### config.mk
export PLATFORM = sky130hd
export DESIGN_NAME = gamma_sel_ctrl_flat
export DESIGN_NICKNAME = d
export VERILOG_FILES = /design/src/rtl/gamma_sel_ctrl_if.sv /design/src/rtl/gamma_sel_ctrl.sv /design/src/flat_wrapper.sv
export SDC_FILE = /design/constraint.sdc
export NUM_CORES = 1
export LEC_CHECK = 0
export ABC_CLOCK_PERIOD_IN_PS = 2700
export BUFFER_PORTS_ARGS = -buffer_cell sky130_fd_sc_hd__buf_2
export CORE_UTILIZATION = 55
export CTS_CLUSTER_DIAMETER = 200
export DETAILED_ROUTE_END_ITERATION = 6
export GPL_TIMING_DRIVEN = 0
export PLACE_DENSITY = 0.73
export RECOVER_POWER = 50
export SKIP_LAST_GASP = 1
export SYNTH_ARGS = -nofsm -noshare
export SYNTH_HDL_FRONTEND = slang
export SYNTH_SLANG_ARGS = --single-unit
### constraint.sdc
create_clock -name iCLK -period 2.7 [get_ports iCLK]
set_input_delay 0.135 -clock iCLK [delete_from_list [all_inputs] [get_ports iCLK]]
set_output_delay 0.135 -clock iCLK [all_outputs]
set_load 0.02 [all_outputs]
### src/rtl/gamma_sel_ctrl_if.sv
// Operator key / gamma select bundle for gamma_sel_ctrl.
// slave: the controller (consumes raw keys, drives select outputs).
// master: the board side / bench (drives raw keys, observes outputs).
interface gamma_sel_ctrl_if;
   logic       iKEY_UP;
   logic       iKEY_DN;
   logic [9:0] oSEL;
   logic [3:0] oLEVEL;
   logic       oCHANGE;

   modport slave  (input iKEY_UP, iKEY_DN, output oSEL, oLEVEL, oCHANGE);
   modport master (output iKEY_UP, iKEY_DN, input oSEL, oLEVEL, oCHANGE);
endinterface

### src/rtl/gamma_sel_ctrl.sv
// gamma_sel_ctrl: debounces the gamma up/down push buttons (active-low) and
// keeps a gamma level 0..9 (gamma 0.6..1.5), emitting a registered one-hot
// select vector, the level, and a one-cycle change pulse.
// Build option: define GAMMA_SEL_WRAP_EN to make the level wrap 9->0 / 0->9
// instead of saturating.
module gamma_sel_ctrl #(
   parameter int unsigned DEBOUNCE_CYCLES = 500000,
   parameter int unsigned RESET_LEVEL     = 4
) (
   input logic           iCLK,
   input logic           iRST_N,
   gamma_sel_ctrl_if.slave bus
);

   localparam int unsigned    CW       = $clog2(DEBOUNCE_CYCLES);
   localparam logic [CW-1:0]  CNT_LAST = CW'(DEBOUNCE_CYCLES - 1);
   localparam logic [3:0]     LVL_RST  = 4'(RESET_LEVEL);
   localparam logic [3:0]     LVL_MAX  = 4'd9;

   // Select bit ordering puts gamma 1.0 on bit0, the rest ascending.
   function automatic logic [9:0] onehot(input logic [3:0] lvl);
      logic [9:0] v;
      v = '0;
      if (lvl < 4'd4)       v[lvl + 4'd1] = 1'b1;
      else if (lvl == 4'd4) v[0]          = 1'b1;
      else                  v[lvl]        = 1'b1;
      return v;
   endfunction

   // index 0 = up key, index 1 = down key
   logic [1:0]    raw;
   logic [1:0]    sync1, sync2;
   logic [1:0]    stable, stable_d;
   logic [CW-1:0] cnt [2];
   logic [1:0]    press;

   logic [3:0]    level, level_nxt;
   logic [9:0]    sel;
   logic          change;

   assign raw = {bus.iKEY_DN, bus.iKEY_UP};

   // Two-flop synchroniser per key; idle level is released (high).
   always_ff @(posedge iCLK or negedge iRST_N) begin
      if (!iRST_N) begin
         sync1 <= '1;
         sync2 <= '1;
      end else begin
         sync1 <= raw;
         sync2 <= sync1;
      end
   end

   // Debounce: accept a new level only after it has persisted long enough.
   always_ff @(posedge iCLK or negedge iRST_N) begin
      if (!iRST_N) begin
         stable   <= '1;
         stable_d <= '1;
         for (int unsigned k = 0; k < 2; k++) cnt[k] <= '0;
      end else begin
         stable_d <= stable;
         for (int unsigned k = 0; k < 2; k++) begin
            if (sync2[k] == stable[k]) begin
               cnt[k] <= '0;
            end else if (cnt[k] == CNT_LAST) begin
               stable[k] <= sync2[k];
               cnt[k]    <= '0;
            end else begin
               cnt[k] <= cnt[k] + CW'(1);
            end
         end
      end
   end

   // A press is the debounced 1->0 transition; release is ignored.
   assign press = stable_d & ~stable;

   // Next level: single-key events only; simultaneous presses cancel.
   always_comb begin
      level_nxt = level;
      if (press[0] && !press[1]) begin
         if (level == LVL_MAX) begin
`ifdef GAMMA_SEL_WRAP_EN
            level_nxt = 4'd0;
`else
            level_nxt = LVL_MAX;
`endif
         end else begin
            level_nxt = level + 4'd1;
         end
      end else if (press[1] && !press[0]) begin
         if (level == 4'd0) begin
`ifdef GAMMA_SEL_WRAP_EN
            level_nxt = LVL_MAX;
`else
            level_nxt = 4'd0;
`endif
         end else begin
            level_nxt = level - 4'd1;
         end
      end
   end

   // Level, select vector and change pulse all update on the same edge.
   always_ff @(posedge iCLK or negedge iRST_N) begin
      if (!iRST_N) begin
         level  <= LVL_RST;
         sel    <= onehot(LVL_RST);
         change <= 1'b0;
      end else begin
         level  <= level_nxt;
         sel    <= onehot(level_nxt);
         change <= (level_nxt != level);
      end
   end

   assign bus.oLEVEL  = level;
   assign bus.oSEL    = sel;
   assign bus.oCHANGE = change;

endmodule

### src/flat_wrapper.sv
// flat-port wrapper written by rule: the top's interface ports become plain ports
module gamma_sel_ctrl_flat 
#(
   parameter int unsigned DEBOUNCE_CYCLES = 500000,
   parameter int unsigned RESET_LEVEL     = 4
)
  (iCLK, iRST_N, bus_iKEY_UP, bus_iKEY_DN, bus_oSEL, bus_oLEVEL, bus_oCHANGE);
  gamma_sel_ctrl_if bus_i ();
  input logic iCLK;
  input logic iRST_N;
  input wire logic [$bits(bus_i.iKEY_UP)-1:0] bus_iKEY_UP;
  input wire logic [$bits(bus_i.iKEY_DN)-1:0] bus_iKEY_DN;
  output wire logic [$bits(bus_i.oSEL)-1:0] bus_oSEL;
  output wire logic [$bits(bus_i.oLEVEL)-1:0] bus_oLEVEL;
  output wire logic [$bits(bus_i.oCHANGE)-1:0] bus_oCHANGE;
  assign bus_i.iKEY_UP = bus_iKEY_UP;
  assign bus_i.iKEY_DN = bus_iKEY_DN;
  assign bus_oSEL = bus_i.oSEL;
  assign bus_oLEVEL = bus_i.oLEVEL;
  assign bus_oCHANGE = bus_i.oCHANGE;
  gamma_sel_ctrl #(.DEBOUNCE_CYCLES(DEBOUNCE_CYCLES), .RESET_LEVEL(RESET_LEVEL)) u_core (.iCLK(iCLK), .iRST_N(iRST_N), .bus(bus_i));
endmodule
==> results.sh <==
export IMPL_hold_ws_ps=355.5
export IMPL_wl_per_cell_um=13.22
export IMPL_slowest_stage="dfrtp_1"
export IMPL_yosysMostFrequentCell="nor2_1"
export IMPL_antenna_found_initial=0
export IMPL_clk_latency_ps=340
export IMPL_synthArstFlopShare=1.000
export IMPL_ys_seq_area_frac=0.5181
export IMPL_power_mw=1.759
export IMPL_root_buffer="clkbuf_8"
export IMPL_ys_warn_count=0
export IMPL_relSlewSlack=0.05536
export IMPL_p_per_area_nw_per_um2=524.5
export IMPL_cp_arrival_ps=2280
export IMPL_rows=26
export IMPL_clock_sinks=61
export IMPL_nets=338
export IMPL_drtPass1Iterations=4
export IMPL_cts_tree="yes"
export IMPL_start_util=0.5779
export IMPL_hold_viol=0
export IMPL_timing_setup_tns_ps=0
export IMPL_synth_commonest_cells="55 x nor2_1, 51 x dfrtp_1, 21 x xnor2_1, 18 x nand2_1, 18 x xor2_1"
export IMPL_cts_buffer_depth=2
export IMPL_cap_violations=0
export IMPL_htreeDepth=3
export IMPL_syn_avg_cell_area_um2=9.901
export IMPL_place_congestion=0.8137
export IMPL_power_leakage_nw=1.473
export IMPL_crit_type="reg -> reg"
export IMPL_layout_area_overhead_vs_synth_pct=12.93
export IMPL_vdd_ir_drop_worst_mv=0.3629
export IMPL_synth_nets=306
export IMPL_cp_data_required_time_ps=2930
export IMPL_via_per_inst=5.361
export IMPL_critPathBufInv=3
export IMPL_wl_mm=5.379
export IMPL_cp_cell_sequence="ha_1, and4_1, buf_2, nand4_1, nor3_2, or2_1, buf_4, buf_6, nor2_1"
export IMPL_rsz0062_at_grt="false"
export IMPL_max_stage_delay_ps=370
export IMPL_holdCritStartpoint="u_core.sync1[0]"
export IMPL_report_final_slew_viol_count=0
export IMPL_fmax_mhz=488.5
export IMPL_syn_inst=300
export IMPL_setup_violations=0
export IMPL_final_min_clock_period_ps=2047
export IMPL_port_buffers=18
export IMPL_synth_flop_cell="dfrtp_1"
export IMPL_min_path_cells=0
export IMPL_boundaryPins=19
export IMPL_syn_area_um2=2970
export IMPL_layout_area_seq_um2=1539
export IMPL_reg2reg_to="u_core.cnt[15]"
export IMPL_period_share=0.7582
export IMPL_detailed_place_hpwl_mm=3.677
export IMPL_min_to="u_core.sync2[0]"
export IMPL_fillCellCount=441
export IMPL_vias=2182
export IMPL_fp_dieW_um=75.49
export IMPL_ff2ff_setup_slack_ps=650
export IMPL_synth_area_leaders="dfrtp_1 43%, dfstp_2 8.8%, nor2_1 7.0%, xnor2_1 6.2%, xor2_1 5.3%"
export IMPL_post_dp_cell_area_um2=3148
export IMPL_status="finished clean"
export IMPL_core_area_um2=5140
export IMPL_cts_resized=0
export IMPL_drt_iter0_drc=103
export IMPL_tightest_slew_ps=1417
export IMPL_clkTransAtPathRegs_ps=70
export IMPL_grt_pass1_wl_mm=8.797
export IMPL_finClkSkew_ps=7.501
export IMPL_die_h_um=75.49
export IMPL_layout_drive_gt1_share=0.1424
export IMPL_synth_edf_count=0
export IMPL_synth_seq_cells=61
export IMPL_final_area_um2=3354
export IMPL_yosysTopAreaCell="dfrtp_1"
export IMPL_n_antenna_cell=0
export IMPL_ant_nets=0
export IMPL_cts_buffers=9
export IMPL_grt_ovfl_total=0
export IMPL_postCtsSetupBuffers=0
export IMPL_grt_use_total=0.2126
export IMPL_reg2regPathDepth=9
export IMPL_synth_top_area_share=0.4297
export IMPL_drc=0
export IMPL_cp_top_family="simple AND/OR/NAND/NOR gates"
export IMPL_grt_max_degree=62
export IMPL_synth_cell_types=46
export IMPL_hp_class="reg -> reg"
export IMPL_r2r_start="u_core.cnt[0]"
export IMPL_multi_input_area_um2=1304
export IMPL_dieArea_um2=5699
export IMPL_grt_pass1_vias=1993
export IMPL_crit_start="u_core.cnt[0]"
export IMPL_start_kind="flop"
export IMPL_endpoint_kind="flop"
export IMPL_path_max_fanout=10
==> cells in the final DEF, fill, tap and decap left out, types with 2 or more instances in the layout <==
cell type      instances
nor2b_1                2
clkinvlp_4             2
clkinv_2               2
a21oi_1                6
buf_4                  3
nand2b_1               5
nand2_1               18
nand3_1               16
dfstp_2                8
dfrtp_1               51
clkbuf_1              18
dfstp_1                2
and2_1                 2
inv_1                  6
o41ai_1                2
o21ai_0                5
nor4_1                 2
nand4_1                7
mux2_2                 2
and3_1                10
nor3_1                14
xnor2_1               21
o21ai_1                2
buf_6                  3
a31oi_1                2
ha_1                   2
or2_1                  2
buf_2                 11
xor2_1                18
nor2_1                55
clkbuf_8               9
and4_1                 5
dlygate4sd3_1          3
==> report_power, final <==
part	total, mW	switching (mW)	internal (mW)
Clock	0.774	0.350	0.424
Sequential	0.935	0.00766	0.927
Combinational	0.0504	0.0336	0.0168
==> how the worst max path moves through the flow <==
stage                endpoint  slack [ps]  depth (start not counted)
2_1_floorplan  u_core.cnt[10]         970                          9
3_3_place_gp   u_core.cnt[11]         720                          9
3_5_place_dp   u_core.cnt[12]         640                          9
4_1_cts        u_core.cnt[12]         640                          9
5_1_grt        u_core.cnt[12]         500                          9
6_report       u_core.cnt[15]         650                          9
==> layout make-up <==
type / count / share of cell area
tap: 70 / 0.02611
sequential: 61 / 0.4588
timing repair buffer: 21 / 0.03133
clock buffer: 10 / 0.03805
clock inverter: 6 / 0.01902
inverter: 6 / 0.006714
buffer: 17 / 0.03133
multi-input combinational: 216 / 0.3887
==> per-layer routing <==
metal | GRT usage | vias to the layer above | wire length, µm
met5 | 0 | - | 0
met4 | 0.1173 | 0 | 121
met3 | 0.04365 | 14 | 225
met2 | 0.3413 | 46 | 2556
met1 | 0.2705 | 1045 | 2476
li1 | - | 1077 | -
==> registers in the layout (all words and copies together) (netlist names) <==
register            flops
u_core.sync1            2
u_core.sync2            2
u_core.bus.oLEVEL       4
u_core.stable           2
u_core.cnt             38
u_core.stable_d         2
u_core.bus.oCHANGE      1
u_core.bus.oSEL        10
==> cell families after synthesis <==
group,Yosys count,synth area share
AOI/OAI and AO/OA,22,0.04760
buffers and inverters,23,0.04296
DFF,61,0.5181
muxes,3,0.01095
and+or+nand+nor,150,0.2570
adders and majority gates,2,0.008423
xor gates and xnor gates,39,0.1150
==> repair_timing <==
| item | 4_1_cts | 5_1_grt |
|---|---|---|
| endpoints found under the setup margin | 0 | 0 |
| hold buffers | 2 | 1 |
| hold endpoints to repair | 2 | 51 |
==> through the flow <==
stage          utilization  worst slack (ps)  cells
2_1_floorplan            -             970.5    300
3_3_place_gp        0.6125             721.9    388
3_5_place_dp        0.6125             644.7    388
4_1_cts             0.6536             637.7    406
5_1_grt             0.6526             499.5    407
6_report            0.6526             652.8    407
No activity file was read; power rests on OpenSTA's default activity.
